**src/rtl/cl_decode_pkg.sv**
```systemverilog
// Shared types and decode function for the decode stage.
// Instruction layout: {opcode[5:0], rd[4:0], rs[4:0], imm[15:0]}.
// Any opcode without a named constant below decodes to an all-zero control bundle.
package cl_decode_pkg;

    localparam int CL_DECODE_CNT_W = 32;

    // Opcode encodings.
    localparam logic [5:0] kADDU = 6'h01;
    localparam logic [5:0] kSUBU = 6'h02;
    localparam logic [5:0] kSLLV = 6'h03;
    localparam logic [5:0] kSRAV = 6'h04;
    localparam logic [5:0] kSRLV = 6'h05;
    localparam logic [5:0] kAND  = 6'h06;
    localparam logic [5:0] kOR   = 6'h07;
    localparam logic [5:0] kNOR  = 6'h08;
    localparam logic [5:0] kSLT  = 6'h09;
    localparam logic [5:0] kSLTU = 6'h0A;
    localparam logic [5:0] kMOV  = 6'h0B;
    localparam logic [5:0] kJALR = 6'h0C;
    localparam logic [5:0] kLW   = 6'h0D;
    localparam logic [5:0] kLBU  = 6'h0E;
    localparam logic [5:0] kBLR  = 6'h0F;
    localparam logic [5:0] kXOR  = 6'h10;
    localparam logic [5:0] kROR  = 6'h11;
    localparam logic [5:0] kSW   = 6'h12;
    localparam logic [5:0] kSB   = 6'h13;

    typedef struct packed {
        logic [5:0]  opcode;
        logic [4:0]  rd;
        logic [4:0]  rs;
        logic [15:0] imm;
    } instruction_s;

    typedef struct packed {
        logic is_load;
        logic writes_rf;
        logic is_store;
        logic is_mem;
        logic is_byte;
    } ctrl_s;

    function automatic ctrl_s decode_ctrl(input instruction_s instr);
        ctrl_s c;
        c           = '0;
        c.is_load   = instr.opcode inside {kLW, kLBU};
        c.is_store  = instr.opcode inside {kSW, kSB};
        c.is_mem    = c.is_load | c.is_store;
        c.is_byte   = instr.opcode inside {kLBU, kSB};
        c.writes_rf = instr.opcode inside {kADDU, kSUBU, kSLLV, kSRAV, kSRLV, kAND, kOR,
                                           kNOR, kSLT, kSLTU, kMOV, kJALR, kLW, kLBU,
                                           kBLR, kXOR, kROR};
        return c;
    endfunction

endpackage

```
**src/rtl/cl_decode_ctrl.sv**
```systemverilog
// Combinational control-bundle decoder, used on the queue write side.
module cl_decode_ctrl
    import cl_decode_pkg::*;
(
    input  instruction_s instruction_i,
    output ctrl_s        ctrl_o
);

    assign ctrl_o = decode_ctrl(instruction_i);

endmodule

```
**src/rtl/cl_decode_stage.sv**
```systemverilog
// Registered decode stage: decodes fetched instructions and buffers them in a
// FIFO_DEPTH-entry queue with valid/ready on both sides and a flush on redirect.
// Optional feature macro: CL_DECODE_STATS_EN adds saturating counters of loads and
// stores consumed downstream; without it the counter outputs are tied to zero.
module cl_decode_stage
    import cl_decode_pkg::*;
#(
    parameter int FIFO_DEPTH = 2,
    parameter int PC_WIDTH   = 16
) (
    input  logic                       clk,
    input  logic                       n_reset,
    input  logic                       flush_i,
    input  logic                       valid_i,
    output logic                       ready_o,
    input  instruction_s               instruction_i,
    input  logic [PC_WIDTH-1:0]        pc_i,
    output logic                       valid_o,
    input  logic                       ready_i,
    output instruction_s               instruction_o,
    output logic [PC_WIDTH-1:0]        pc_o,
    output ctrl_s                      ctrl_o,
    output logic [CL_DECODE_CNT_W-1:0] load_cnt_o,
    output logic [CL_DECODE_CNT_W-1:0] store_cnt_o
);

    localparam int PTR_W = $clog2(FIFO_DEPTH);
    localparam int CNT_W = $clog2(FIFO_DEPTH + 1);

    instruction_s        instr_mem_q [FIFO_DEPTH];
    logic [PC_WIDTH-1:0] pc_mem_q    [FIFO_DEPTH];
    ctrl_s               ctrl_mem_q  [FIFO_DEPTH];

    logic [PTR_W-1:0] wr_ptr_q, wr_ptr_d;
    logic [PTR_W-1:0] rd_ptr_q, rd_ptr_d;
    logic [CNT_W-1:0] count_q, count_d;

    logic  full, empty, push, pop;
    ctrl_s wr_ctrl;

    cl_decode_ctrl u_ctrl (
        .instruction_i (instruction_i),
        .ctrl_o        (wr_ctrl)
    );

    assign full    = (count_q == CNT_W'(FIFO_DEPTH));
    assign empty   = (count_q == '0);
    assign ready_o = ~full;
    assign valid_o = ~empty;
    // Flush cancels both sides of the handshake in the same cycle.
    assign push    = valid_i & ~full & ~flush_i;
    assign pop     = ~empty & ready_i & ~flush_i;

    assign instruction_o = instr_mem_q[rd_ptr_q];
    assign pc_o          = pc_mem_q[rd_ptr_q];
    assign ctrl_o        = ctrl_mem_q[rd_ptr_q];

    // Queue storage: write the decoded entry at the tail on push; no reset needed.
    always_ff @(posedge clk) begin
        if (push) begin
            instr_mem_q[wr_ptr_q] <= instruction_i;
            pc_mem_q[wr_ptr_q]    <= pc_i;
            ctrl_mem_q[wr_ptr_q]  <= wr_ctrl;
        end
    end

    // Next-state for pointers and occupancy; flush wins over push and pop.
    always_comb begin
        wr_ptr_d = wr_ptr_q;
        rd_ptr_d = rd_ptr_q;
        count_d  = count_q;
        if (flush_i) begin
            wr_ptr_d = '0;
            rd_ptr_d = '0;
            count_d  = '0;
        end else begin
            if (push) wr_ptr_d = wr_ptr_q + PTR_W'(1);
            if (pop)  rd_ptr_d = rd_ptr_q + PTR_W'(1);
            case ({push, pop})
                2'b10:   count_d = count_q + CNT_W'(1);
                2'b01:   count_d = count_q - CNT_W'(1);
                default: count_d = count_q;
            endcase
        end
    end

    // Pointer and occupancy registers.
    always_ff @(posedge clk or negedge n_reset) begin
        if (!n_reset) begin
            wr_ptr_q <= '0;
            rd_ptr_q <= '0;
            count_q  <= '0;
        end else begin
            wr_ptr_q <= wr_ptr_d;
            rd_ptr_q <= rd_ptr_d;
            count_q  <= count_d;
        end
    end

`ifdef CL_DECODE_STATS_EN
    logic [CL_DECODE_CNT_W-1:0] load_cnt_q, load_cnt_d;
    logic [CL_DECODE_CNT_W-1:0] store_cnt_q, store_cnt_d;

    // Count consumed loads/stores, saturating; flush does not clear them.
    always_comb begin
        load_cnt_d  = load_cnt_q;
        store_cnt_d = store_cnt_q;
        if (pop && ctrl_o.is_load && (load_cnt_q != '1))
            load_cnt_d = load_cnt_q + CL_DECODE_CNT_W'(1);
        if (pop && ctrl_o.is_store && (store_cnt_q != '1))
            store_cnt_d = store_cnt_q + CL_DECODE_CNT_W'(1);
    end

    // Statistics registers.
    always_ff @(posedge clk or negedge n_reset) begin
        if (!n_reset) begin
            load_cnt_q  <= '0;
            store_cnt_q <= '0;
        end else begin
            load_cnt_q  <= load_cnt_d;
            store_cnt_q <= store_cnt_d;
        end
    end

    assign load_cnt_o  = load_cnt_q;
    assign store_cnt_o = store_cnt_q;
`else
    assign load_cnt_o  = '0;
    assign store_cnt_o = '0;
`endif

endmodule

```
**config.mk**
```make
export PLATFORM = sky130hd
export DESIGN_NAME = cl_decode_stage
export DESIGN_NICKNAME = d
export VERILOG_FILES = /design/src/rtl/cl_decode_pkg.sv /design/src/rtl/cl_decode_ctrl.sv /design/src/rtl/cl_decode_stage.sv
export SDC_FILE = /design/constraint.sdc
export NUM_CORES = 1
export LEC_CHECK = 0
export CORE_MARGIN = 4
export CORE_UTILIZATION = 40
export CTS_CLUSTER_SIZE = 20
export DETAILED_ROUTE_END_ITERATION = 12
export PLACE_DENSITY = 0.76
export SETUP_SLACK_MARGIN = 0.1
export SLEW_MARGIN = 10
export SYNTH_ARGS = -nofsm -noshare
export SYNTH_HDL_FRONTEND = slang
export SYNTH_SLANG_ARGS = --single-unit
export TNS_END_PERCENT = 50
```
**constraint.sdc**
```tcl
create_clock -name clk -period 5 [get_ports clk]
set_input_delay 1 -clock clk [delete_from_list [all_inputs] [get_ports clk]]
set_output_delay 1 -clock clk [all_outputs]
set_load 0.005 [all_outputs]
```
== Word level (Yosys, flattened, before mapping) ==
Memory sizes are Yosys's and may differ from the RTL's.
Cells that the tools add are included.

* Flip-flop bits (word level): 4
* RAM bits: 106
* Input port bits: 53
* Output and inout bits: 119
* Word-level logic and storage cells: 56
* Memories: 3

* Add/subtract/negate cells: 4
* Equal/unequal tests: 22
* Muxes and demuxes: 8
* Bitwise logic cells: 8
* Reduce and logical (&&, ||, !) cells: 8

{| class="wikitable"
|+ Memory list
! name !! words !! bits a word !! rd ports !! clocked after Yosys merged registers in !! wr ports !! RTL line !! text
|-
| instr_mem_q || 2 || 32 || 1 || 0 || 1 || cl_decode_stage.sv:30 || <nowiki>instruction_s instr_mem_q [FIFO_DEPTH];</nowiki>
|-
| pc_mem_q || 2 || 16 || 1 || 0 || 1 || cl_decode_stage.sv:31 || <nowiki>logic [PC_WIDTH-1:0] pc_mem_q [FIFO_DEPTH];</nowiki>
|-
| ctrl_mem_q || 2 || 5 || 1 || 0 || 1 || cl_decode_stage.sv:32 || <nowiki>ctrl_s ctrl_mem_q [FIFO_DEPTH];</nowiki>
|}

{| class="wikitable"
|+ Operators by type and width
! kind !! count
|-
| $eq 6x4->1 const B || 8
|-
| $eq 6x3->1 const B || 4
|-
| $eq 6x5->1 const B || 4
|-
| $reduce_bool 17->1 || 1
|-
| $eq 6x2->1 const B || 2
|-
| $reduce_bool 2->1 || 5
|-
| $eq 6x1->1 const B || 1
|-
| $mux 1 || 6
|-
| $and 1x1->1 || 4
|-
| $eq 2x2->1 const B || 2
|-
| $pmux 2 s2 || 1
|-
| $not 1->1 || 3
|-
| $reduce_bool 3->1 || 1
|-
| $add 1x1->1 const B || 2
|-
| $add 2x1->2 const B || 1
|-
| $eq 2x1->1 const B || 1
|-
| $logic_not 2->1 || 1
|-
| $mux 2 || 1
|-
| $sub 2x1->2 const B || 1
|-
| $or 1x1->1 || 1
|}

== Depth between registers and ports, before layout ==
* Depth after elaboration: 7
* Gate-level depth with buffers: 4
* Mapped depth without buffers: 4

== By module ==
Synthesis repeated with hierarchy kept, for this count alone.

* Cell total of the unflattened synthesis: 272
* Area total of the unflattened synthesis: 4626.9 um2

{| class="wikitable"
|+ By module, submodules not included
! module !! instances !! cells each !! area each (um2)
|-
| cl_decode_stage || 1 || 256 || 4525.6
|-
| cl_decode_ctrl || 1 || 16 || 101.3
|}

== Worst setup path after synthesis ==
No wires, ideal clock.

* Path kind: input -> register
* Start: in valid_i
* End: mem ctrl_mem_q[1][0] in the netlist's numbering (enable)
* Data arrival time: 4.948 ns
* Required time: 4.460 ns
* Setup slack: -0.487 ns
* Stages on the path: 2
* Buffers on the path: 0
* Path through: nand2_1 -> nor3b_1

* Longest elaborated chain between the ends: 4

{| class="wikitable"
|+ RTL lines
! what !! RTL line !! text
|-
| from (decl) || cl_decode_stage.sv:14 || <nowiki>input logic valid_i,</nowiki>
|-
| $and 1x1->1 (2 in series) || cl_decode_stage.sv:51 || <nowiki>assign push = valid_i & ~full & ~flush_i;</nowiki>
|-
| $mux 1 || cl_decode_stage.sv:60 || <nowiki>if (push) begin</nowiki>
|-
| $mux 1 (implied by the code) || cl_decode_stage.sv:63 || <nowiki>ctrl_mem_q[wr_ptr_q] <= wr_ctrl;</nowiki>
|-
| to (decl) || cl_decode_stage.sv:32 ||
|}

No other way between the ends.

==> results.sh <==
export IMPL_fmax_mhz=317
export IMPL_design_portCount=172
export IMPL_grt_usage_pct=11.8
export IMPL_layout_nets=437
export IMPL_hold_buffers=0
export IMPL_drt_iter0_drc=115
export IMPL_coreArea_mm2=0.0114
export IMPL_dieArea_mm2=0.0134
export IMPL_grt_pass1_vias=2507
export IMPL_layout_commonest_cell="clkdlybuf4s50_1"
export IMPL_diodes=0
export IMPL_synth_edf_count=106
export IMPL_required_ns=4.00
export IMPL_power_leakage_nw=2.07
export IMPL_ant_nets=0
export IMPL_finalInstanceArea_mm2=0.00592
export IMPL_dpl_worst_slack_ns=1.84
export IMPL_post_dp_cell_area_mm2=0.00564
export IMPL_cap_violations=0
export IMPL_cts_buffers=9
export IMPL_cts_buffer_depth=2
export IMPL_synth_area_mm2=0.00463
export IMPL_syn_avg_cell_area_um2=17.1
export IMPL_synth_top_flop_cell="edfxtp_1"
export IMPL_end_kind="primary output"
export IMPL_async_flop_share_pct=3.64
export IMPL_dr_pass1_iters=4
export IMPL_hpwlAfterDp_um=5330
export IMPL_post_cts_setup_buffers=0
export IMPL_hp_class="flop to flop"
export IMPL_wl_um=8070
export IMPL_placementRows=39
export IMPL_cp_slowest_cell="dfrtp_4"
export IMPL_fp_dieH_um=116
export IMPL_post_route_drc_count=0
export IMPL_antenna_found_initial=0
export IMPL_cts_num_sinks=110
export IMPL_ctsResizeCount=0
export IMPL_finalWeightedCongestion=0.760
export IMPL_outcome="finished clean"
export IMPL_hold_viol=0
export IMPL_clk_pin_slew_worst_paths_ns=0.07
export IMPL_mostFrequentLayoutCells="clkdlybuf4s50_1 (107), edfxtp_1 (106), conb_1 (64), mux2_2 (53), clkbuf_16 (9)"
export IMPL_area_delta_synth_final_pct=27.9
export IMPL_worstMarginPinSlew_ns=0.749
export IMPL_layout_setup_ws_ns=1.84
export IMPL_skew_ns=0.00515
export IMPL_synth_cell_type_count=28
export IMPL_synth_seq_area_share_pct=71.0
export IMPL_grt_pass1_wl_um=12100
export IMPL_overflow=0
export IMPL_max_stage_delay_ns=0.91
export IMPL_synth_warnings=0
export IMPL_crit_path_start_kind="flop"
export IMPL_clock_root_buffer="clkbuf_16"
export IMPL_die_w_um=116
export IMPL_relSlewSlack_pct=50.1
export IMPL_layout_worst_path_cycle_share_pct=63.2
export IMPL_wire_per_inst_um=15.2
export IMPL_fin_crit_ns=3.16
export IMPL_worstPathArrival_ns=2.16
export IMPL_clk_insertion_delay_late_ns=0.33
export IMPL_numPortBuffers=107
export IMPL_setup_viol=0
export IMPL_power_density_mw_per_mm2=329
export IMPL_slew_violations=0
export IMPL_synthCells=271
export IMPL_fillers=964
export IMPL_path_max_fanout=54
export IMPL_dp_cells=516
export IMPL_htree_levels=3
export IMPL_vias=2388
export IMPL_vias_per_cell=4.49
export IMPL_worstPathCellList="mux2_2 > clkdlybuf4s50_1"
export IMPL_synth_seq_cells=110
export IMPL_ir_drop_mv=0.161
export IMPL_criticalPathCategory="flop to primary output"
export IMPL_rsz0062_at_grt="false"
export IMPL_drive_above_1_share_pct=19.3
export IMPL_start_util_pct=40.7
export IMPL_cts_tree="built"
export IMPL_grt_max_degree=55
export IMPL_fin_total_pwr_mw=1.95
export IMPL_timing_hold_ws_ns=0.631
export IMPL_fin_cells=532
## synth_stat cells, types with 2 or more instances
cell / instances / area, um^2
edfxtp_1: 106 / 3180
nor3_1: 2 / 10.0
or2_2: 2 / 12.5
inv_1: 2 / 7.51
mux2_2: 53 / 597
buf_4: 64 / 480
o21ai_0: 3 / 15.0
dfrtp_1: 4 / 100
nor3b_1: 3 / 22.5
buf_2: 6 / 30.0
nor2_1: 2 / 7.51
or3_1: 2 / 12.5
nand2_1: 2 / 7.51
a21oi_1: 6 / 30.0
## report_power, final
part | internal [mW] | leakage [nW] | switching, mW
registers | 1.05 | 1.03 | 0.0238
clock network | 0.354 | 0.129 | 0.298
logic | 0.143 | 0.914 | 0.0811
total | 1.54 | 2.07 | 0.402
## area by class of cell
class | instances | area (um^2) | share of cell area [%]
sequential | 110 | 3290 | 55.6
clock buffer | 12 | 246 | 4.17
timing repair buffer | 109 | 1090 | 18.4
clock inverter | 4 | 32.5 | 0.550
inverter | 2 | 7.51 | 0.127
multi-input combinational | 152 | 1080 | 18.2
tap | 143 | 179 | 3.02
## sequential cells by signal, indices dropped and copies added, names as in the netlist
| name | count |
|---|---|
| count_q | 2 |
| rd_ptr_q | 1 |
| pc_mem_q | 32 |
| instr_mem_q | 64 |
| wr_ptr_q | 1 |
| ctrl_mem_q | 10 |
## cell families after synthesis
| group | count (synthesis) | synth area share, % |
|---|---|---|
| compound gates | 12 | 1.46 |
| simple gates | 20 | 2.81 |
| flops | 110 | 71.0 |
| other cells | 1 | 0.0810 |
| buf+inv | 72 | 11.2 |
| mux | 54 | 13.1 |
| xor+xnor | 2 | 0.379 |
## worst max-delay path, delay by kind of cell, from the launching register on
family,cells,cell delay (ns)
muxes,1,0.43
buffers and inverters,1,0.45
DFF,1,0.91
## per-layer routing
layer	up-vias	wire length (um)	track usage [%]
li1	1099	-	-
met1	1173	3090	13.3
met2	105	4170	21.3
met3	11	672	3.24
met4	0	136	4.62
met5	-	0	0
## path summary, 6_finish.rpt
kind | from | end | slack (ns) | cells past startpoint
setup / recovery | rd_ptr_q | instruction_o[31] | 1.84 | 2
max in group asynchronous | n_reset | rd_ptr_q | 3.90 | 1
hold / removal | wr_ptr_q | wr_ptr_q | 0.63 | 2
hold reg to reg | wr_ptr_q | wr_ptr_q | 0.63 | 2
min in group asynchronous | n_reset | rd_ptr_q | 0.88 | 1
setup reg to reg | count_q[1] | pc_mem_q[1][14] | 2.93 | 5
## stage by stage
step	utilization (%)	TNS (ns)
after floorplan	-	-12.88
after global placement	49.6	0
after detailed placement	49.6	0
after CTS	52.0	0
after global routing	52.0	0
final	52.0	0
Power figures use the tool's default switching activity.
